### config.mk
export PLATFORM = sky130hd
export DESIGN_NAME = wr_ptr_full
export DESIGN_NICKNAME = d
export VERILOG_FILES = /design/src/rtl/wr_ptr_full.sv
export SDC_FILE = /design/constraint.sdc
export NUM_CORES = 1
export LEC_CHECK = 0
export ABC_CLOCK_PERIOD_IN_PS = 2200
export CAP_MARGIN = 20
export CORE_MARGIN = 2
export CORE_UTILIZATION = 38
export DETAILED_ROUTE_END_ITERATION = 10
export PLACE_DENSITY_LB_ADDON = 0.1
export SYNTH_ARGS = -nofsm -noshare
export SYNTH_HDL_FRONTEND = slang
export SYNTH_SLANG_ARGS = --single-unit
export TNS_END_PERCENT = 1
### constraint.sdc
create_clock -name WCLK -period 2.2 [get_ports WCLK]
set_input_delay 0.33 -clock WCLK [delete_from_list [all_inputs] [get_ports WCLK]]
set_output_delay 0.33 -clock WCLK [all_outputs]
set_load 0.02 [all_outputs]
### src/rtl/wr_ptr_full.sv
// wr_ptr_full: write-side async-FIFO pointer, full and sticky-overflow logic; define WR_PTR_LEVEL_EN for WLEVEL/WALMOST_FULL.
// Latency: WPTR/WFULL/WLEVEL register on the WCLK edge that accepts the write; WCLKEN is combinational.
// Backpressure: WINC is ignored while WFULL=1; such an attempt sets WOVF until WOVF_CLR.
module wr_ptr_full #(
    parameter int ADDR_SIZE    = 4,
    parameter int AFULL_THRESH = 12
) (
    input  logic                 WCLK,
    input  logic                 WRST_n,
    input  logic                 WINC,
    input  logic [ADDR_SIZE:0]   WQ2_RPTR,
    input  logic                 WOVF_CLR,
    output logic [ADDR_SIZE:0]   WPTR,
    output logic [ADDR_SIZE-1:0] WADDR,
    output logic                 WCLKEN,
    output logic                 WFULL,
    output logic                 WALMOST_FULL,
    output logic [ADDR_SIZE:0]   WLEVEL,
    output logic                 WOVF
);

    // Full when the write pointer has lapped the read pointer by exactly one depth:
    // in gray code that is the top two bits inverted and the rest equal.
    localparam logic [ADDR_SIZE:0] FULL_MASK = {2'b11, {(ADDR_SIZE-1){1'b0}}};

    logic [ADDR_SIZE:0] r_wbin;
    logic [ADDR_SIZE:0] r_wptr;
    logic               r_wfull;
    logic               r_wovf;

    logic               w_winc_ok;
    logic [ADDR_SIZE:0] w_bin_next;
    logic [ADDR_SIZE:0] w_gray_next;
    logic               w_full_next;

    assign w_winc_ok   = WINC & ~r_wfull;
    assign w_bin_next  = r_wbin + {{ADDR_SIZE{1'b0}}, w_winc_ok};
    assign w_gray_next = (w_bin_next >> 1) ^ w_bin_next;
    assign w_full_next = (w_gray_next == (WQ2_RPTR ^ FULL_MASK));

    always_ff @(posedge WCLK or negedge WRST_n) begin
        if (!WRST_n) begin
            r_wbin  <= '0;
            r_wptr  <= '0;
            r_wfull <= 1'b0;
            r_wovf  <= 1'b0;
        end else begin
            r_wbin  <= w_bin_next;
            r_wptr  <= w_gray_next;
            r_wfull <= w_full_next;
            r_wovf  <= (WINC & r_wfull) | (r_wovf & ~WOVF_CLR);
        end
    end

    assign WPTR   = r_wptr;
    assign WADDR  = r_wbin[ADDR_SIZE-1:0];
    assign WCLKEN = w_winc_ok;
    assign WFULL  = r_wfull;
    assign WOVF   = r_wovf;

`ifdef WR_PTR_LEVEL_EN
    localparam logic [ADDR_SIZE:0] AFULL_LVL = AFULL_THRESH[ADDR_SIZE:0];

    logic [ADDR_SIZE:0] w_rbin;
    logic [ADDR_SIZE:0] w_level_next;
    logic [ADDR_SIZE:0] r_wlevel;
    logic               r_walmost_full;

    // Gray to binary: each binary bit is the XOR of all gray bits at or above it.
    always_comb begin
        w_rbin = '0;
        for (int i = 0; i <= ADDR_SIZE; i++) begin
            w_rbin[i] = ^(WQ2_RPTR >> i);
        end
    end

    assign w_level_next = w_bin_next - w_rbin;

    always_ff @(posedge WCLK or negedge WRST_n) begin
        if (!WRST_n) begin
            r_wlevel       <= '0;
            r_walmost_full <= 1'b0;
        end else begin
            r_wlevel       <= w_level_next;
            r_walmost_full <= (w_level_next >= AFULL_LVL);
        end
    end

    assign WLEVEL       = r_wlevel;
    assign WALMOST_FULL = r_walmost_full;
`else
    assign WLEVEL       = '0;
    assign WALMOST_FULL = 1'b0;
`endif

endmodule

# ---- After elaboration in Yosys (flattened, before gate mapping)
# Index checks and enable logic that the tools add are counted.
dict set report totals {
  output_inout_bits 18
  inputBits 9
  elab_cells 14
  reg_bits 12
}
dict set report op_classes {
  bitwise_logic 8
  n_addsub 1
  eq_ne 1
}
# operator n
set op_table {}
lappend op_table {{$add A5 B1 Y5} 1}
lappend op_table {{$eq A5 B5 Y1} 1}
lappend op_table {{$xor A4 B5 Y5} 1}
lappend op_table {{$and A1 B1 Y1} 3}
lappend op_table {{$not A1 Y1} 2}
lappend op_table {{$not A2 Y2} 1}
lappend op_table {{$or A1 B1 Y1} 1}

# ---- Depth between registers and ports, before layout
# Gate-level depths: netlist (run 1).
dict set report depth {
  depth_word 5
  ltp_mapped 7
  depth_no_buf 7
}

# ---- Worst setup path after synthesis (run 1)
# No wires, ideal clock.
dict set report synth_timing {
  path_kind {flip-flop to flip-flop}
  start {reg r_wfull (netlist: WFULL)}
  end {reg r_wfull (netlist: WFULL)}
  arrival_ns 2.267
  slack_ns -0.161
  stages_incl_launch_ff 8
  required_ns 2.106
  synth_period_minus_slack_ns 2.361
  path_buffers 0
  setup_time_ns 0.094
  cell_sequence {dfrtp_1 nor2b_1 ha_1 ha_1 xor2_1 xor2_1 or3_1 a221oi_2}
}
dict set report synth_between {
  elab_chain_len 5
}
# element line
set synth_lines {}
lappend synth_lines {{start: declaration} 28} ;# logic r_wfull;
lappend synth_lines {{start signal: assignment} 50} ;# r_wfull <= w_full_next;
lappend synth_lines {{$not A1 Y1} 36} ;# assign w_winc_ok = WINC & ~r_wfull;
lappend synth_lines {{$and A1 B1 Y1} 36}
lappend synth_lines {{net WCLKEN} 15} ;# output logic WCLKEN,
lappend synth_lines {{$add A5 B1 Y5} 37} ;# assign w_bin_next = r_wbin + {{ADDR_SIZE{1'b0}}, w_winc_ok};
lappend synth_lines {{net w_bin_next[2]} 32} ;# logic [ADDR_SIZE:0] w_bin_next;
lappend synth_lines {{$xor A4 B5 Y5} 38} ;# assign w_gray_next = (w_bin_next >> 1) ^ w_bin_next;
lappend synth_lines {{$eq A5 B5 Y1} 39} ;# assign w_full_next = (w_gray_next == (WQ2_RPTR ^ FULL_MASK));
lappend synth_lines {{net w_full_next} 34} ;# logic w_full_next;
# The timed path passes the listed nets, and every way through them passes these cells.

# ---- Worst setup path in the final report (run 1)
dict set report layout_timing {
  start {in WINC}
  end {reg r_wfull (netlist: WFULL)}
}
dict set report layout_between {
  elab_chain_len 4
}
# element line
set layout_lines {}
lappend layout_lines {{start: declaration} 10} ;# input logic WINC,
lappend layout_lines {{$and A1 B1 Y1} 36}
lappend layout_lines {{$add A5 B1 Y5} 37}
lappend layout_lines {{net w_bin_next[4]} 32}
lappend layout_lines {{$xor A4 B5 Y5} 38}
lappend layout_lines {{$eq A5 B5 Y1} 39}
lappend layout_lines {{net w_full_next} 34}
# The timed path passes the listed nets, and every way through them passes these cells.

==> results.py, run 1 <==
metrics = {
    "outcome": {
        "run_status": "finished clean",
    },
    "global_routing": {
        "grt_antenna_before_repair": 0,
        "grt_pass1_wl_um": 1800,
        "grt.overflow.total": 0,
        "grt_usage": 0.140,
        "grt_pass1_vias": 414,
        "grt_max_degree": 12,
    },
    "sta": {
        "min_period_over_period": 0.951,
        "whs_ps": 390,
        "fin_setup_tns_ps": 0,
        "setup_viol": 0,
        "fmax_mhz": 478,
        "rsz0062_at_grt": "false",
        "slew_violations": 0,
        "hold_viol": 0,
        "fin_skew_ps": 1.34,
        "min_period_ps": 2090,
    },
    "route": {
        "via_per_inst": 4.54,
        "drt_iter0_markers": 3,
        "ant_nets": 0,
        "dr.pass1.iters": 2,
        "wire_per_inst_um": 11.2,
        "routed_wirelength_um": 1000,
        "vias": 404,
        "route.detailed.drc": 0,
    },
    "pwr": {
        "p_per_area_nw_per_um2": 1630,
        "p_leak_uw": 0.000372,
        "vdd_drop_max_mv": 0.994,
    },
    "setup_path": {
        "required_ps": 2370,
        "worstSetupEndpoint": "WFULL",
        "r2r_end": "WFULL",
        "rr_startpoint": "WFULL",
        "critical_path.max_stage_delay_ps": 490,
        "crit_path_cell_trace": "clkdlybuf4s50_1, nor2b_4, ha_2, ha_4, nand3_1, xnor2_1, or3_1, a221oi_2",
        "crit_path_start_kind": "primary input",
        "worstSetupStartpoint": "WINC",
        "worst-r2r-cell-count": 7,
        "end_kind": "flop",
        "path_class": "primary input to flop",
        "crit_arrival_ps": 2260,
        "reg2reg_slack_ps": 280,
        "cp_max_fo": 3,
        "cp_slowest_cell": "clkdlybuf4s50_1",
    },
    "finish": {
        "nets": 86,
        "insertedDiodeCount": 0,
        "mostFrequentLayoutCells": "clkdlybuf4s50_1 (20), dfrtp_1 (11), xor2_1 (6), conb_1 (6), buf_4 (6)",
        "drive_gt1_frac": 0.189,
        "finish.instance_area_um2": 841,
        "multi_input_area_um2": 268,
        "ff_latch_area_um2": 275,
        "area_growth_pct": 53.8,
        "final_common_cell": "clkdlybuf4s50_1",
        "fill_cells": 99,
        "fin_cells": 89,
    },
    "synthesis": {
        "yosysTopAreaCell": "dfrtp_1",
        "syn_inst": 45,
        "avgSynthCellArea_um2": 12.2,
        "synth_cell_types": 15,
        "netlist.area_leader.share": 0.503,
        "syn_area_um2": 547,
        "synth_seq_cells": 11,
        "yosys_warnings": 0,
        "ys_top_cells_by_area": "dfrtp_1 (50%), xor2_1 (11%), buf_4 (8.2%)",
        "ys_seq_area_frac": 0.503,
    },
    "cts": {
        "cts_hold_buf": 0,
        "clk_path_buf_depth": 2,
        "cts_htree_levels": 1,
        "cts_setup_buffers": 0,
        "clock_latency_ps": 260,
        "clkTransAtPathRegs_ps": 70,
        "cts.sinks": 11,
        "clockRootBuffer": "clkbuf_4",
        "cts_resized": 1,
        "cts_inserted_buffers": 3,
        "tritoncts": "built",
    },
    "placement": {
        "place_area_um2": 792,
        "portBuffers": 20,
        "gp_congestion": 0.722,
        "dp_cells": 85,
        "dpl.hpwl_um": 795,
    },
    "floorplan": {
        "die_h_um": 41.9,
        "initial_core_util": 0.415,
        "rows": 13,
        "die_x_um": 41.9,
        "coreArea_um2": 1320,
        "pin_count": 27,
        "die_area_um2": 1760,
    },
    "job": {
        "drv_cap": 0,
    },
    "min_path": {
        "min_path_type": "primary input to asynchronous set/reset pin",
    },
}
## state kept, by name, summed over array words and instances (netlist names)
| name | cells |
|---|---|
| r_wbin | 5 |
| WPTR | 4 |
| WFULL | 1 |
| WOVF | 1 |
## where the power goes
part	total (uW)	switching [uW]	internal, uW
logic	851	391	460
clock network	134	63.8	70.1
registers	383	76.5	306
## logic make-up after synthesis
kind of cell / Yosys count / synth area share
other: 1 / 0.00686
adder cells (fa/ha/maj): 2 / 0.0458
AND/OR/NAND/NOR: 8 / 0.0778
buffers and inverters: 8 / 0.0961
AO/OA/AOI/OAI: 3 / 0.0503
XOR/XNOR: 12 / 0.220
flip-flops: 11 / 0.503
## layout make-up
| class | instances | share of cell area |
|---|---|---|
| Clock buffer | 4 | 0.0313 |
| Inverter | 2 | 0.00893 |
| Sequential cell | 11 | 0.327 |
| Timing Repair Buffer | 26 | 0.292 |
| Multi-Input combinational cell | 31 | 0.318 |
| Tap cell | 15 | 0.0223 |
## per-layer routing
metal / global-route usage / vias to the layer above / part of all wire
met3: 0.0435 / 2 / 0.073
met5: 0 / - / 0
met1: 0.171 / 187 / 0.44
met2: 0.219 / 20 / 0.47
li1: - / 195 / -
met4: 0.0774 / 0 / 0.0080
## worst min path at each step
stage | startpoint | endpoint | slack, ps
global route | WRST_n | r_wbin[4] | 440
finish | WRST_n | r_wbin[1] | 390
floorplan | WRST_n | WFULL | 30
CTS | WRST_n | WPTR[1] | 400
global placement | WOVF | WOVF | 540
detailed placement | WOVF | WOVF | 540
## synthesized netlist by cell type
cell type / n
xor3_1: 1
o21ai_0: 1
dfrtp_1: 11
xnor2_1: 4
xor2_1: 7
conb_1: 1
inv_1: 2
ha_1: 2
nor2b_1: 1
a221oi_2: 1
nand3_1: 4
nand2_1: 1
buf_4: 6
or3_1: 2
a21boi_1: 1
## stage by stage
stage                     total power, uW  utilization  setup WS [ps]
final                                1370        0.638            109
after global routing                 1470        0.638           6.76
after CTS                            1350        0.627           34.0
after detailed placement             1200        0.601           -262
after global placement               1200        0.601           -185
after floorplan                       838            -           52.2
## critical path: cells and delay by family
family | cells | cell delay, ps
adder cells (fa/ha/maj) | 2 | 380
AO/OA/AOI/OAI | 1 | 280
XOR/XNOR | 1 | 160
AND/OR/NAND/NOR | 3 | 620
buffers and inverters | 1 | 490
Note: power is estimated with default switching activity, not from simulation.
==> run 2: changes to the inputs <==
Settings changed: MAX_ROUTING_LAYER set to met4, SKIP_LAST_GASP set to 1.
==> run 2 against run 1 <==
  * Final cell count unchanged
  * Global-route usage increased by 0.39 points
  * Non-clock buffer count unchanged
  * Register-to-register slack about the same
  * Via count unchanged
  * Power about the same
  * Routed wire length unchanged
  * Clock skew about the same
  * Maximum frequency unchanged
  * Critical path type unchanged
==> results.py, run 2 (same netlist as run 1, synthesis figures left out) <==
metrics = {
    "outcome": {
        "run_status": "finished clean",
    },
    "route": {
        "vias": 404,
        "via_per_inst": 4.54,
        "routed_wirelength_um": 1000,
        "route.detailed.drc": 0,
        "dr.pass1.iters": 2,
        "ant_nets": 0,
        "met1_length_um": 443,
        "drt_iter0_markers": 3,
        "route.met3.wl_um": 73,
        "wire_per_inst_um": 11.2,
        "wl_met2_um": 475,
        "dr.max_layer_used": "met4",
    },
    "placement": {
        "portBuffers": 20,
        "place_area_um2": 792,
        "dpl.hpwl_um": 795,
        "gp_congestion": 0.730,
        "post-place-ws_ps": -262,
    },
    "cts": {
        "clock_latency_ps": 260,
        "clkTransAtPathRegs_ps": 70,
        "cts_hold_buf": 0,
        "tritoncts": "built",
        "clk_path_buf_depth": 2,
        "clockRootBuffer": "clkbuf_4",
        "cts_inserted_buffers": 3,
        "cts_setup_buffers": 0,
        "cts.sinks": 11,
        "cts_htree_levels": 1,
    },
    "floorplan": {
        "die_area_um2": 1760,
        "rows": 13,
        "die_x_um": 41.9,
        "pin_count": 27,
        "coreArea_um2": 1320,
        "die_h_um": 41.9,
        "initial_core_util": 0.415,
    },
    "finish": {
        "top_register": "r_wbin",
        "largest_reg_flops": 5,
        "nets": 86,
        "area_growth_pct": 53.8,
        "final_common_cell": "clkdlybuf4s50_1",
        "finish.instance_area_um2": 841,
        "fin_util": 0.638,
        "fill_cells": 99,
        "drive_gt1_frac": 0.189,
        "mostFrequentLayoutCells": "clkdlybuf4s50_1 (20), dfrtp_1 (11), xor2_1 (6), conb_1 (6), buf_4 (6)",
        "insertedDiodeCount": 0,
    },
    "pwr": {
        "vdd_drop_max_mv": 0.994,
        "sw_frac_of_total": 0.389,
        "power_frac_clock": 0.098,
        "sequentialPowerShare": 0.280,
        "p_total_uw": 1370,
        "p_leak_uw": 0.000372,
        "switchingPower_uw": 532,
        "combPwrFrac": 0.622,
        "intPower_uw": 836,
        "p_per_area_nw_per_um2": 1630,
    },
    "setup_path": {
        "cp_max_fo": 3,
        "cp_slowest_cell": "clkdlybuf4s50_1",
        "required_ps": 2370,
        "crit_arrival_ps": 2260,
        "path_class": "primary input to flop",
        "crit_path_cell_trace": "clkdlybuf4s50_1, nor2b_4, ha_2, ha_4, nand3_1, xnor2_1, or3_1, a221oi_2",
        "crit_path_start_kind": "primary input",
        "end_kind": "flop",
        "worst-r2r-cell-count": 7,
        "critical_path.max_stage_delay_ps": 490,
    },
    "global_routing": {
        "grt.overflow.total": 0,
        "grt_max_degree": 12,
        "grt_pass1_vias": 414,
        "grt_antenna_before_repair": 0,
        "grt_pass1_wl_um": 1810,
        "grt_usage": 0.144,
    },
    "sta": {
        "min_period_ps": 2090,
        "setup_viol": 0,
        "fin_skew_ps": 1.34,
        "min_period_over_period": 0.951,
        "slew_violations": 0,
        "worst_slack_ps": 109,
        "rsz0062_at_grt": "false",
        "hold_viol": 0,
        "fmax_mhz": 478,
    },
    "min_path": {
        "min_path_type": "primary input to asynchronous set/reset pin",
    },
    "job": {
        "drv_cap": 0,
    },
}
run 2: cell counts in the layout (fill, tap and decap cells not counted):
No cell type changed its count.
run 2: cell type report:
type	count	area, um^2	share of cell area
Clock buffer	4	26.3	0.0313
Inverter	2	7.51	0.00893
Multi-Input combinational cell	31	268	0.318
Sequential cell	11	275	0.327
Tap cell	15	18.8	0.0223
Timing Repair Buffer	26	245	0.292
run 2: power by group through the flow:
stage / sequential, uW / clock, uW / combinational [uW]
floorplan: 494 / 0 / 345
global placement: 378 / 0 / 819
detailed placement: 378 / 0 / 826
CTS: 378 / 139 / 836
global route: 400 / 148 / 924
finish: 383 / 134 / 851
run 2: per-layer routing:
metal	up-vias	track usage
li1	195	-
met4	0	0.0774
met2	20	0.219
met3	2	0.0435
met1	187	0.171
met5	-	-
run 2: what timing repair did:
action | 4_1_cts | 5_1_grt
setup endpoints to repair | 1 | 1
gates resized for setup | 1 | 3
cloned | 0 | 0
run 2: through the flow:
step	TNS, ps	hold slack, ps	cells
final	0	390	89
after global routing	0	442	89
after CTS	0	402	89
after detailed placement	-262	540	85
after global placement	-185	536	85
after floorplan	0	34.4	50
run 2: worst paths after layout:
path,from,endpoint,slack [ps]
min,WRST_n,r_wbin[1],390
max reg2reg,WFULL,WFULL,280
min in group WCLK,WOVF,WOVF,550
max,WINC,WFULL,110
min reg2reg,WOVF,WOVF,550
max in group asynchronous,WRST_n,WPTR[2],1490
run 2: worst max-delay path: cells and delay by family:
kind            cells  cell delay, ps
xor+xnor            1             160
buf+inv             1             490
compound gates      1             280
simple gates        3             620
fa+ha+maj           2             380
==> run 3: changes to the inputs <==
==> constraint.sdc (replaced) <==
create_clock -name WCLK -period 2.2 [get_ports WCLK]
set_input_delay 0.33 -clock WCLK [delete_from_list [all_inputs] [get_ports WCLK]]
set_output_delay 0.33 -clock WCLK [all_outputs]
set_load 0.1 [all_outputs]
==> run 3 against run 2 <==
  * Register-to-register slack lost 20 ps
  * Via count shrank 2.5%
  * Worst hold slack lost 8.3 ps
  * Clock skew grew 1.9 ps
  * Routed wire length shrank 2.0%
  * Critical path type unchanged
  * Largest cell class is now multi-input combinational cells
  * Global-route usage grew 0.32 points
  * Final area grew 0.15%
  * First-iteration DRC count shrank 33%
  * Final cell count shrank 1.1%
  * Die area is the same
  * Setup slack gained 76 ps
  * Critical path depth is the same
==> results.py, run 3 (same netlist as run 1, synthesis figures left out) <==
metrics = {
    "global_routing": {
        "grt_usage": 0.147,
        "grt_pass1_vias": 441,
        "grt_max_degree": 12,
        "grt_antenna_before_repair": 0,
        "grt_pass1_wl_um": 1840,
        "grt.overflow.total": 0,
    },
    "route": {
        "routed_wirelength_um": 981,
        "vias": 394,
        "drt_iter0_markers": 2,
        "dr.pass1.iters": 4,
        "wire_per_inst_um": 11.1,
        "route.detailed.drc": 0,
        "dr.max_layer_used": "met4",
        "wl_met2_um": 537,
        "ant_nets": 0,
        "route.met3.wl_um": 85,
        "met1_length_um": 341,
        "via_per_inst": 4.48,
    },
    "cts": {
        "tritoncts": "built",
        "clock_latency_ps": 270,
        "clockRootBuffer": "clkbuf_4",
        "cts_htree_levels": 1,
        "cts_setup_buffers": 0,
        "clk_path_buf_depth": 2,
        "cts.sinks": 11,
        "clkTransAtPathRegs_ps": 70,
        "cts_inserted_buffers": 3,
        "cts_resized": 0,
        "cts_hold_buf": 0,
    },
    "setup_path": {
        "r2r_end": "WFULL",
        "reg2reg_slack_ps": 260,
        "cp_max_fo": 3,
        "worst-r2r-cell-count": 7,
        "crit_path_start_kind": "primary input",
        "crit_arrival_ps": 2190,
        "rr_startpoint": "WFULL",
        "end_kind": "flop",
        "required_ps": 2370,
        "path_class": "primary input to flop",
    },
    "min_path": {
        "min_path_type": "primary input to asynchronous set/reset pin",
    },
    "floorplan": {
        "die_x_um": 41.9,
        "die_h_um": 41.9,
        "die_area_um2": 1760,
        "initial_core_util": 0.415,
        "coreArea_um2": 1320,
        "pin_count": 27,
        "rows": 13,
    },
    "sta": {
        "rsz0062_at_grt": "false",
        "min_period_ps": 2020,
        "fin_skew_ps": 3.27,
        "fmax_mhz": 496,
        "min_period_over_period": 0.916,
        "setup_viol": 0,
        "whs_ps": 382,
        "fin_setup_tns_ps": 0,
        "hold_viol": 0,
        "slew_violations": 0,
    },
    "finish": {
        "mostFrequentLayoutCells": "buf_4 (16), dfrtp_1 (10), clkdlybuf4s50_1 (8), xor2_1 (6), conb_1 (6)",
        "top_register": "r_wbin",
        "fill_cells": 101,
        "nets": 85,
        "drive_gt1_frac": 0.384,
        "largest_reg_flops": 5,
        "final_common_cell": "buf_4",
        "area_growth_pct": 54.0,
        "insertedDiodeCount": 0,
    },
    "job": {
        "drv_cap": 0,
    },
    "placement": {
        "gp_congestion": 0.741,
        "portBuffers": 20,
        "dpl.hpwl_um": 824,
    },
    "outcome": {
        "run_status": "finished clean",
    },
}
==> run 3: cell count changes in the layout (fill, tap and decap cells not counted) <==
cell and change:
xnor2_2 +1, buf_12 +1, buf_4 +10, nand3_2 +1
dfrtp_1 -1, ha_2 -1, clkdlybuf4s50_1 -12, dfrtp_4 +1
ha_4 +1, nand3_1 -1, xnor2_1 -1
==> run 3: worst max-delay path by stage <==
| stage | from | end | slack, ps | cells past startpoint |
|---|---|---|---|---|
| 2_1_floorplan | WFULL | WFULL | -430 | 7 |
| 3_3_place_gp | WINC | WFULL | -60 | 8 |
| 3_5_place_dp | WINC | WFULL | -100 | 8 |
| 4_1_cts | WINC | WFULL | 170 | 8 |
| 5_1_grt | WINC | WFULL | 100 | 8 |
| 6_report | WINC | WFULL | 180 | 8 |
==> run 3: metrics by stage <==
stage	util	instances	instance area [um^2]	setup WS, ps
floorplan	-	50	622	-431
detailed placement	0.619	84	816	-104
CTS	0.639	88	842	166
finish	0.639	88	842	184
global route	0.639	88	842	102
global placement	0.619	84	816	-63.9
==> run 3: per-layer routing <==
layer / vias up / global-route usage
met5: - / -
met1: 184 / 0.144
met3: 2 / 0.0478
met2: 19 / 0.266
met4: 0 / 0.0581
li1: 189 / -
==> run 3: final cells by class <==
class,count,area (um^2),area share
well taps,15,18.8,0.0223
repair buffers,25,220,0.262
inverters,2,7.51,0.00892
multi-input cells,31,290,0.345
clock buffers,4,26.3,0.0312
flip-flops and latches,11,279,0.331
==> run 3: worst max-delay path, stage by stage <==
cell,delay (ps)
clkdlybuf4s50_1,480
nor2b_4,180
ha_4,170
ha_4,150
nand3_2,100
xnor2_2,160
or3_1,380
a221oi_2,240
Power of run 3 is not shown: default switching activity piles up to over one toggle a cycle in this logic, so the estimate is an artifact.
